<file path="src/rtl/wb_select_reg_pkg.sv">
// wb_select_reg_pkg: shared write-back state encoding, register address width and source channel indices
package wb_select_reg_pkg;
  typedef enum logic {IDLE = 1'b0, WAIT = 1'b1} wb_state_t;
  localparam int REG_ADDR_W  = 5;
  localparam int WB_ULA      = 0;
  localparam int WB_SIGNEXT1 = 1;
  localparam int WB_SHIFT    = 2;
  localparam int WB_HI       = 3;
  localparam int WB_LO       = 4;
  localparam int WB_LUI      = 5;
  localparam int WB_LOAD     = 6;
endpackage

</file>
<file path="src/rtl/wb_wait_timer.sv">
// wb_wait_timer: clearable wait counter that flags the last allowed cycle (LIMIT=0 never expires)
module wb_wait_timer #(
  parameter int CNT_W = 5,
  parameter int LIMIT = 16
) (
  input  logic clk,
  input  logic reset,
  input  logic clear,
  input  logic en,
  output logic expired
);
  logic [CNT_W-1:0] count;
  always_ff @(posedge clk or posedge reset)
    if (reset) count <= '0;
    else if (clear) count <= '0;
    else if (en) count <= count + 1'b1;
  assign expired = (LIMIT != 0) && (count == CNT_W'(LIMIT - 1));
endmodule

</file>
<file path="src/rtl/wb_select_reg.sv">
// wb_select_reg: registered write-back source select that waits (with timeout) for the chosen source to become valid
module wb_select_reg
  import wb_select_reg_pkg::*;
#(
  parameter int WIDTH         = 32,
  parameter int N             = 8,
  parameter int SEL_W         = 3,
  parameter int TIMEOUT       = 16,
  parameter int CNT_W         = 5,
  parameter int ZERO_SUPPRESS = 1
) (
  input  logic                  clk,
  input  logic                  reset,
  input  logic                  start,
  input  logic [SEL_W-1:0]      sel,
  input  logic [REG_ADDR_W-1:0] dest,
  input  logic [N*WIDTH-1:0]    src_data,
  input  logic [N-1:0]          src_valid,
  output logic                  busy,
  output logic                  wb_we,
  output logic [REG_ADDR_W-1:0] wb_addr,
  output logic [WIDTH-1:0]      wb_data,
  output logic                  err_sel,
  output logic                  err_timeout
);
  wb_state_t             state;
  logic [SEL_W-1:0]      sel_q, idx;
  logic [REG_ADDR_W-1:0] dest_q, cdest;
  logic [WIDTH-1:0]      ch [N];
  logic                  illegal, hit, commit, keep, expired;
  for (genvar i = 0; i < N; i++) begin : g_ch
    assign ch[i] = src_data[i*WIDTH +: WIDTH];
  end
  // In WAIT the latched request drives the mux; in IDLE the live inputs do.
  assign idx     = (state == WAIT) ? sel_q : sel;
  assign cdest   = (state == WAIT) ? dest_q : dest;
  assign illegal = 32'(sel) >= N;
  assign hit     = src_valid[idx];
  assign commit  = hit && ((state == WAIT) || (start && !illegal));
  assign keep    = !((ZERO_SUPPRESS != 0) && (cdest == '0));
  assign busy    = (state == WAIT);
  wb_wait_timer #(.CNT_W(CNT_W), .LIMIT(TIMEOUT)) u_timer (
    .clk    (clk),
    .reset  (reset),
    .clear  (state == IDLE),
    .en     (state == WAIT),
    .expired(expired)
  );
  always_ff @(posedge clk or posedge reset) begin
    if (reset) begin
      state       <= IDLE;
      sel_q       <= '0;
      dest_q      <= '0;
      wb_we       <= 1'b0;
      wb_addr     <= '0;
      wb_data     <= '0;
      err_sel     <= 1'b0;
      err_timeout <= 1'b0;
    end else begin
      wb_we       <= 1'b0;
      err_sel     <= 1'b0;
      err_timeout <= 1'b0;
      if (state == IDLE) begin
        if (start && illegal) err_sel <= 1'b1;
        else if (start && !hit) begin
          sel_q  <= sel;
          dest_q <= dest;
          state  <= WAIT;
        end
      end else if (hit) state <= IDLE;
      else if (expired) begin
        err_timeout <= 1'b1;
        state       <= IDLE;
      end
      if (commit && keep) begin
        wb_we   <= 1'b1;
        wb_addr <= cdest;
        wb_data <= ch[idx];
      end
    end
  end
endmodule

</file>
<file path="config.mk">
export PLATFORM = sky130hd
export DESIGN_NAME = wb_select_reg
export DESIGN_NICKNAME = d
export VERILOG_FILES = /design/src/rtl/wb_select_reg_pkg.sv /design/src/rtl/wb_wait_timer.sv /design/src/rtl/wb_select_reg.sv
export SDC_FILE = /design/constraint.sdc
export NUM_CORES = 1
export LEC_CHECK = 0
export BUFFER_PORTS_ARGS = -buffer_cell sky130_fd_sc_hd__buf_2
export CELL_PAD_IN_SITES_DETAIL_PLACEMENT = 1
export CELL_PAD_IN_SITES_GLOBAL_PLACEMENT = 2
export CORE_ASPECT_RATIO = 0.7
export CORE_MARGIN = 5
export CORE_UTILIZATION = 21
export CTS_CLUSTER_DIAMETER = 30
export DETAILED_ROUTE_END_ITERATION = 12
export PLACE_DENSITY = 0.76
export SYNTH_ARGS = -nofsm -noshare
export SYNTH_HDL_FRONTEND = slang
export SYNTH_SLANG_ARGS = --single-unit
</file>
<file path="constraint.sdc">
create_clock -name clk -period 2.33 [get_ports clk]
set_clock_uncertainty 0.1 [all_clocks]
set_input_delay 0.5825 -clock clk [delete_from_list [all_inputs] [get_ports clk]]
set_output_delay 0.5825 -clock clk [all_outputs]
set_load 0.01 [all_outputs]
</file>
After elaboration in Yosys (flattened, before gate mapping)
Index checks and enable logic that the tools add are counted.
Cells by class
  $add $sub $neg: 1
  $mul: 0
  divide/modulo/power cells: 0
  order comparisons: 2
  equality and inequality tests: 1
  shift operators: 0
  muxes and demuxes: 16
  bitwise operators: 2
  reductions and logical operators: 8
Operator list (number)
  $bmux W32 S3: 1
  $mux W32: 2
  $mux W5: 2
  $mux W1: 9
  $add A5 B1 Y5 const B: 1
  $eq A5 B4 Y1 const B: 1
  $logic_not A5 Y1: 1
  $ge A4 B4 Y1 const B: 1
  $lt A3 B4 Y1 const B: 1
  $not A3 Y4: 1
  $bmux W1 S3: 1
  $logic_and A1 B1 Y1: 3
  $mux W3: 1
  $logic_not A1 Y1: 2
  $reduce_and A2 Y1: 1
  $logic_or A1 B1 Y1: 1
  $not A1 Y1: 1
Storage, ports and cells
  register bits after elaboration: 53
  bits in latches: 0
  RAM bits: 0
  memory bits (read-only): 0
  logic and storage cells: 38
  memories kept: 0

Depth between registers and ports, before layout
Gate-level depths: netlist of run 1.
  word-level depth: 7
  gate-level depth with buffers: 10
  mapped depth without buffers: 6

Cells and area by module
A second synthesis of run 1 with hierarchy kept.
Second synthesis, totals
  cell total of the unflattened synthesis: 430
  area, all modules: 4484.3 um2
By module, submodules not included
  wb_select_reg: instances 1, cells an instance 406, area each 4201.5 um2
  wb_wait_timer: instances 1, cells an instance 24, area each 282.8 um2

Worst setup path after synthesis of run 1
OpenSTA, ideal clock, no wires.
  kind: input to register
  start: input sel[0]
  end: register wb_data[27]
  arrival time: 2240 ps
  required time: 2105 ps
  path slack: -136 ps
  cell stages on the path: 7
  buffers on the path: 2
  cell sequence: mux2i_2 > buf_2 > buf_2 > mux2_2 > o21ai_0 > o21ai_1 > mux2_4
On the way
  cells in the longest elaborated chain, start to end: 5
  elaborated cells between the ends (all ways): 9
RTL lines
  start: declaration: line wb_select_reg.sv:15  | input logic [SEL_W-1:0] sel,
  $mux W3 (*): line wb_select_reg.sv:35  | assign idx = (state == WAIT) ? sel_q : sel;
  $not A3 Y4 (implied by the code) / $bmux W1 S3 (equally long branches): line wb_select_reg.sv:78, wb_select_reg.sv:38
  $bmux W32 S3 / $mux W1 (equally long branches): line wb_select_reg.sv:78, wb_select_reg.sv:38
  $mux W32 (implied by the code) / $logic_and A1 B1 Y1 (equally long branches): line wb_select_reg.sv:78, wb_select_reg.sv:39
  $mux W32 (implied by the code) / $logic_and A1 B1 Y1 (equally long branches): line wb_select_reg.sv:78, wb_select_reg.sv:75
  end signal: assignment: line wb_select_reg.sv:78  | wb_data <= ch[idx];
  end: declaration: line wb_select_reg.sv:22  | output logic [WIDTH-1:0] wb_data,
Every way passes the cells marked *; elsewhere a longest branch is shown, timed or not. The select of a mux whose other input is x is not followed.
A chain may end at the register's enable or synchronous reset.

Final worst setup path of run 1
  start: register state, in the netlist busy
  end: register wb_data[6]
On the way
  cells in the longest elaborated chain, start to end: 5
  elaborated cells between the ends (all ways): 13
RTL lines
  start: declaration: line wb_select_reg.sv:26  | wb_state_t state;
  start signal: assignment: line wb_select_reg.sv:51  | state <= IDLE;
  start signal: assignment: line wb_select_reg.sv:68  | state <= WAIT;
  start signal: assignment: line wb_select_reg.sv:70  | end else if (hit) state <= IDLE;
  $mux W3: line wb_select_reg.sv:35
  $not A3 Y4 (implied by the code) / $bmux W1 S3 (equally long branches): line wb_select_reg.sv:78, wb_select_reg.sv:38
  $bmux W32 S3 / $mux W1 (equally long branches): line wb_select_reg.sv:78, wb_select_reg.sv:38
  $mux W32 (implied by the code) / $logic_and A1 B1 Y1 (equally long branches): line wb_select_reg.sv:78, wb_select_reg.sv:39
  $mux W32 (implied by the code) / $logic_and A1 B1 Y1 (equally long branches): line wb_select_reg.sv:78, wb_select_reg.sv:75
Several ways; a longest one is shown, not always the timed one. The select of a mux whose other input is x is not followed.

==> flow_summary.toml, run 1 <==
[floorplan]
die_h_um = 132
start_util_pct = 21.5
die-width_um = 184
num_rows = 44
io-pin-count = 316
fp.coreArea_um2 = 20800
die_area_um2 = 24300

[sta]
setup_viol = 42
grt_setup_unrepaired = "yes"
slew_viol_final = 0
fin_ws_ps = -129
hold_violations = 0
period_share_pct = 106
max_freq_mhz = 407
fin_crit_ps = 2460

[detailed_routing]
drt_first_pass_iters = 4
drc = 0
first_iter_violations = 104
via_per_inst = 4.45
vias = 4624
totalWireLength_mm = 19.2
routedWlPerCell_um = 18.5
detail-route-antenna-nets = 0

[clocking]
cts_tree = "done"
clkTransAtPathRegs_ps = 80
cts.path.max_buffers = 2
clock-sinks = 53
clkLatencyLatePin_ps = 300
htree_levels = 2
cts_buffers = 5
clockRootBuffer = "clkbuf_16"

[layout]
fin_nets = 1038
final_common_cell = "buf_2"
areaGrowthSynthToFinish_pct = 64.1
num_antenna_cells = 0
design_area_um2 = 7330
mostFrequentLayoutCells = "buf_2 (313), nand2_1 (63), dfrtp_1 (51), o21ai_0 (45), mux2i_1 (41)"
drive_gt1_share_pct = 66.0

[yosys]
postSynthCellCount = 422
synth_cell_types = 40
synthFlopType = "dfrtp_1"
yosysSeqAreaShare_pct = 29.7
syn_nets = 699
syn_area_um2 = 4470
yosys_warnings = 0
ys_ff_latch = 53
async_reset_ff_share_pct = 100
synth_edf_count = 0
postSynthAreaPerCell_um2 = 10.6

[status]
violations = "setup timing"
outcome = "finished with violations"

[global_route]
grtUsageTotal_pct = 14.9
antenna_found_initial = 1
grt_pass1_vias = 5174
grt_overflow = 0
grt_start_max_net_pins = 54
grt_first_pass_wirelength_mm = 28.8

[placed_design]
dpl.hpwl_mm = 15.1
placed_area_um2 = 6670
port_buffers = 314
place_congestion = 0.817

[power]
p_per_area_nw_per_um2 = 1200
p_leak_nw = 3.70
pwr-share-seq_pct = 18.8
p_total_mw = 8.83
comb_power_share_pct = 72.1
p_switching_mw = 3.40
ir_drop_mv = 0.338
p_sw_share_pct = 38.5
pwr-share-clk_pct = 9.1
p_int_mw = 5.43

[critical_path]
cp_slowest_stage_delay_ps = 410
critPathCaptureType = "flip-flop"
critPathLaunchType = "flip-flop"
cp_data_required_time_ps = 2420
worst_r2r_path_depth = 9
slowest_stage = "dfrtp_2"
crit_cells = 9
worstSetupPathType = "reg -> reg"
cpLargestDelayFamily = "multiplexers"
cp.arrival_ps = 2550
crit_buf_inv = 3
worstPathMaxFanout = 5
crit_chain = "buf_6 > mux2i_4 > or2_1 > a22oi_2 > nor4_4 > o221ai_4 > buf_12 > clkbuf_16 > mux2_4"

[job]
drv_cap = 0

[worst_hold_path]
min-delay-path-class = "in -> async"
## synth_stat cells (all sizes together) (2+ instances only)
cell type / number / share of area, %
a32oi: 2 / 0.39
ha: 2 / 0.56
o211ai: 2 / 0.34
mux2: 73 / 20
mux4: 32 / 16
nor2b: 7 / 0.98
o21ai: 70 / 7.8
dfrtp: 53 / 30
nand2b: 2 / 0.28
nor3: 2 / 0.22
clkbuf: 15 / 1.3
nand2: 66 / 5.5
nor2: 4 / 0.34
buf: 21 / 2.9
and2: 3 / 0.42
inv: 10 / 0.84
mux2i: 43 / 9.7
## registers in the layout, summed over array words and instances, names as in the netlist
signal         flops
sel_q              3
wb_we              1
busy               1
wb_data           32
wb_addr            5
dest_q             5
u_timer.count      5
err_timeout        1
## metrics by stage
stage | cells | TNS (ps) | hold slack, ps | utilization, % | setup slack [ps]
final | 1038 | -4240 | 224 | 35.2 | -129
after floorplan | 422 | -144 | 332 | - | -20.5
after global routing | 1038 | -7910 | 242 | 35.2 | -212
after detailed placement | 1012 | -14010 | 356 | 32.1 | -422
after global placement | 1012 | -11120 | 357 | 32.1 | -351
after CTS | 1033 | -4210 | 225 | 34.6 | -130
## cell families after synthesis
group,share of synthesized area (%)
mux,45.5
simple gates,8.99
compound gates,9.78
flops,29.7
buf+inv,4.99
fa+ha+maj,0.560
xor+xnor,0.392
other cells,0.0840
## power by group through the flow
stage / sequential, mW / combinational [mW] / clock [mW]
CTS: 1.66 / 6.28 / 0.850
global route: 1.72 / 6.92 / 0.873
floorplan: 1.79 / 3.21 / 0
finish: 1.66 / 6.37 / 0.803
detailed placement: 1.67 / 5.24 / 0
global placement: 1.65 / 5.18 / 0
## path summary, 6_finish.rpt
path | from | endpoint | slack [ps]
max in group asynchronous | reset | sel_q[1] | 1640
worst min register to register | u_timer.count[0] | u_timer.count[0] | 370
worst max-delay path | busy | wb_data[6] | -130
worst max register to register | busy | wb_data[6] | -130
min in group clk | u_timer.count[0] | u_timer.count[0] | 370
worst min-delay path | reset | wb_data[25] | 220
## routing by layer
layer  GRT usage (%)  wire (um)
met1            18.2       8080
met2            26.3       9370
met3            4.25       1500
met4            2.67        199
met5               0         20
## worst min-delay path, stage by stage
cell    delay (ps)
buf_2          100
inv_2           60
buf_12         280
## timing repair
action | CTS | global route
cloned | 5 | 3
pin swaps | 6 | 1
endpoints found under the setup margin | 45 | 45
resized for setup | 44 | 17
buffers inserted | 8 | 4
hold buffers | 0 | 0
## cell type report
cell class | instances | area, um^2
Timing Repair Buffer | 368 | 2350
Clock buffer | 5 | 125
Sequential cell | 53 | 1330
Fill cell | 2466 | 13500
Inverter | 10 | 37.5
Tap cell | 276 | 345
Clock inverter | 3 | 26.3
Multi-Input combinational cell | 323 | 3110
No activity file was read; power rests on OpenSTA's default activity.
==> inputs of run 2 (changes only) <==
Settings changed: ABC_AREA set to 1, CORE_UTILIZATION 21 to 19, PLACE_DENSITY 0.76 to 0.75.
==> run 2 against run 1 <==
The run now ends clean. Sequential share of layout area is 2.4 points lower. Total power down 6.0%. Synthesized cell count grew to 2.8 times the previous value. Die area increased by 48%. Sequential cell count is the same. Clock power up 14%. Sequential power shrank 8%. Worst hold slack worse by 71 ps. Combinational power is 8.2% lower. Critical path depth increased by 1. Maximum frequency is 21% higher. First-iteration DRC count grew to 3.5 times the previous value. Critical path type unchanged. Largest power group unchanged. Highest routed layer unchanged.
==> flow_summary.toml, run 2 <==
[layout]
mostFrequentLayoutCells = "nand2_1 (370), nand3_1 (345), buf_2 (314), inv_1 (285), dfrtp_1 (53)"
design_area_um2 = 8430
fill_cells = 4265
areaGrowthSynthToFinish_pct = 37.9
final_common_cell = "nand2_1"
fin_nets = 1714
largest_reg_flops = 32
fin_util_pct = 26.8
top_register = "wb_data"
drive_gt1_share_pct = 25.5

[sta]
hold_violations = 0
setup_viol = 0
slew_viol_final = 0
max_freq_mhz = 491
fin_crit_ps = 2040
grt_setup_unrepaired = "no"
period_share_pct = 87.5
setup-tns-final_ps = 0

[detailed_routing]
drt_first_pass_iters = 4
routedWlPerCell_um = 17.4
first_iter_violations = 366
via_per_inst = 4.30
totalWireLength_mm = 32.4
detail-route-antenna-nets = 0
vias = 8023
drc = 0

[clocking]
cts_buffers = 5
cts_setup_buffers = 0
cts.path.max_buffers = 2
cts-resized-gates = 0
clkTransAtPathRegs_ps = 80
cts_hold_buf = 0
htree_levels = 2
clock-sinks = 53
clockRootBuffer = "clkbuf_16"
cts_tree = "done"
clkLatencyLatePin_ps = 300

[critical_path]
r2r_slack_ps = 290
worstSetupStartpoint = "busy"
worstSetupPathType = "reg -> reg"
endpoint = "wb_data[11]"
worst_r2r_path_depth = 10
critPathLaunchType = "flip-flop"
critPathCaptureType = "flip-flop"
worstPathMaxFanout = 82
r2r-end = "wb_data[11]"
r2r-start = "busy"
cp_data_required_time_ps = 2430
cp.arrival_ps = 2140

[floorplan]
num_rows = 54
die_h_um = 160
fp.coreArea_um2 = 31400
start_util_pct = 19.4
io-pin-count = 316
die-width_um = 224
die_area_um2 = 35900

[yosys]
async_reset_ff_share_pct = 100
ys_ff_latch = 53
synth_most_common_cell = "nand2_1"
yosys_warnings = 0
synth_edf_count = 0
yosysSeqAreaShare_pct = 21.7
synth_area_leader_cell = "nand3_1"
synth_cell_types = 22
yosys-top-cells-count = "nand2_1 (373), nand3_1 (346), inv_1 (286)"
postSynthCellCount = 1168
syn_nets = 1445
postSynthAreaPerCell_um2 = 5.23
syn_area_um2 = 6110
yosys-top-cells-area = "nand3_1 (28%), nand2_1 (23%), dfrtp_1 (22%)"
synthFlopType = "dfrtp_1"
yosysTopAreaCellShare_pct = 28.3

[global_route]
antenna_found_initial = 11
grt_overflow = 0
grt_first_pass_wirelength_mm = 49.3
grtUsageTotal_pct = 17.2
grt_start_max_net_pins = 83
grt_pass1_vias = 8412

[power]
p_leak_nw = 5.65
ir_drop_mv = 0.484
p_per_area_nw_per_um2 = 985

[job]
drv_cap = 0

[placed_design]
place_congestion = 0.848
port_buffers = 314
placed_area_um2 = 8240
dpl.hpwl_mm = 25.0

[worst_hold_path]
min-delay-path-class = "in -> async"

[status]
outcome = "completed"
-- run 2: cell type report --
class | instances | area, um^2 | area share [%]
multi-input combinational | 747 | 3350 | 39.7
antenna | 6 | 15.0 | 0.178
timing repair buffer | 341 | 1960 | 23.3
clock inverter | 3 | 43.8 | 0.520
clock buffer | 5 | 125 | 1.48
sequential | 53 | 1330 | 15.7
tap | 420 | 526 | 6.24
inverter | 289 | 1080 | 12.9
-- run 2: cell families (layout without fill, tap and decap cells) --
logic type / Yosys count / count (layout) / synth area share, %
AND/OR/NAND/NOR: 737 / 737 / 52.9
buffers and inverters: 368 / 638 / 24.3
flip-flops: 53 / 53 / 21.7
AO/OA/AOI/OAI: 7 / 7 / 0.696
adder cells (fa/ha/maj): 2 / 2 / 0.410
other: 1 / 7 / 0.0614
-- run 2: report_power, final --
group	total [mW]	internal (mW)	switching, mW
clock network	0.918	0.512	0.406
logic	5.85	1.99	3.86
registers	1.53	1.30	0.232
-- run 2: per-layer routing --
| layer | vias to the layer above | wire length (um) | track usage [%] |
|---|---|---|---|
| met2 | 212 | 15500 | 30.0 |
| met4 | 10 | 345 | 2.32 |
| li1 | 4044 | - | - |
| met5 | - | 43 | 0 |
| met1 | 3732 | 14500 | 22.0 |
| met3 | 25 | 2120 | 4.29 |
-- run 2: worst min path at each step --
stage | startpoint | cells after the start | end
2_1_floorplan | u_timer.count[0] | 1 | u_timer.count[0]
3_3_place_gp | dest_q[2] | 2 | dest_q[2]
3_5_place_dp | dest_q[2] | 2 | dest_q[2]
4_1_cts | reset | 2 | dest_q[3]
5_1_grt | reset | 2 | wb_addr[0]
6_report | reset | 2 | dest_q[0]
-- run 2: through the flow --
step | hold slack (ps) | total power [mW] | setup slack (ps) | std cells
floorplan | 333 | 5.12 | 361 | 1168
global placement | 356 | 7.51 | 212 | 1850
detailed placement | 360 | 7.57 | 190 | 1850
CTS | 159 | 8.50 | 270 | 1858
global route | 175 | 9.13 | 132 | 1863
finish | 154 | 8.30 | 291 | 1864
-- run 2: critical path, cell delays in order, from the launching register on --
cell     delay, ps
dfrtp_1        420
buf_4          180
nand2_4        170
buf_12         310
nand3_1        130
nand3_1        140
nand2_1        100
nand2_1         70
nand2_1         60
nand3_1         70
nand2_1         50
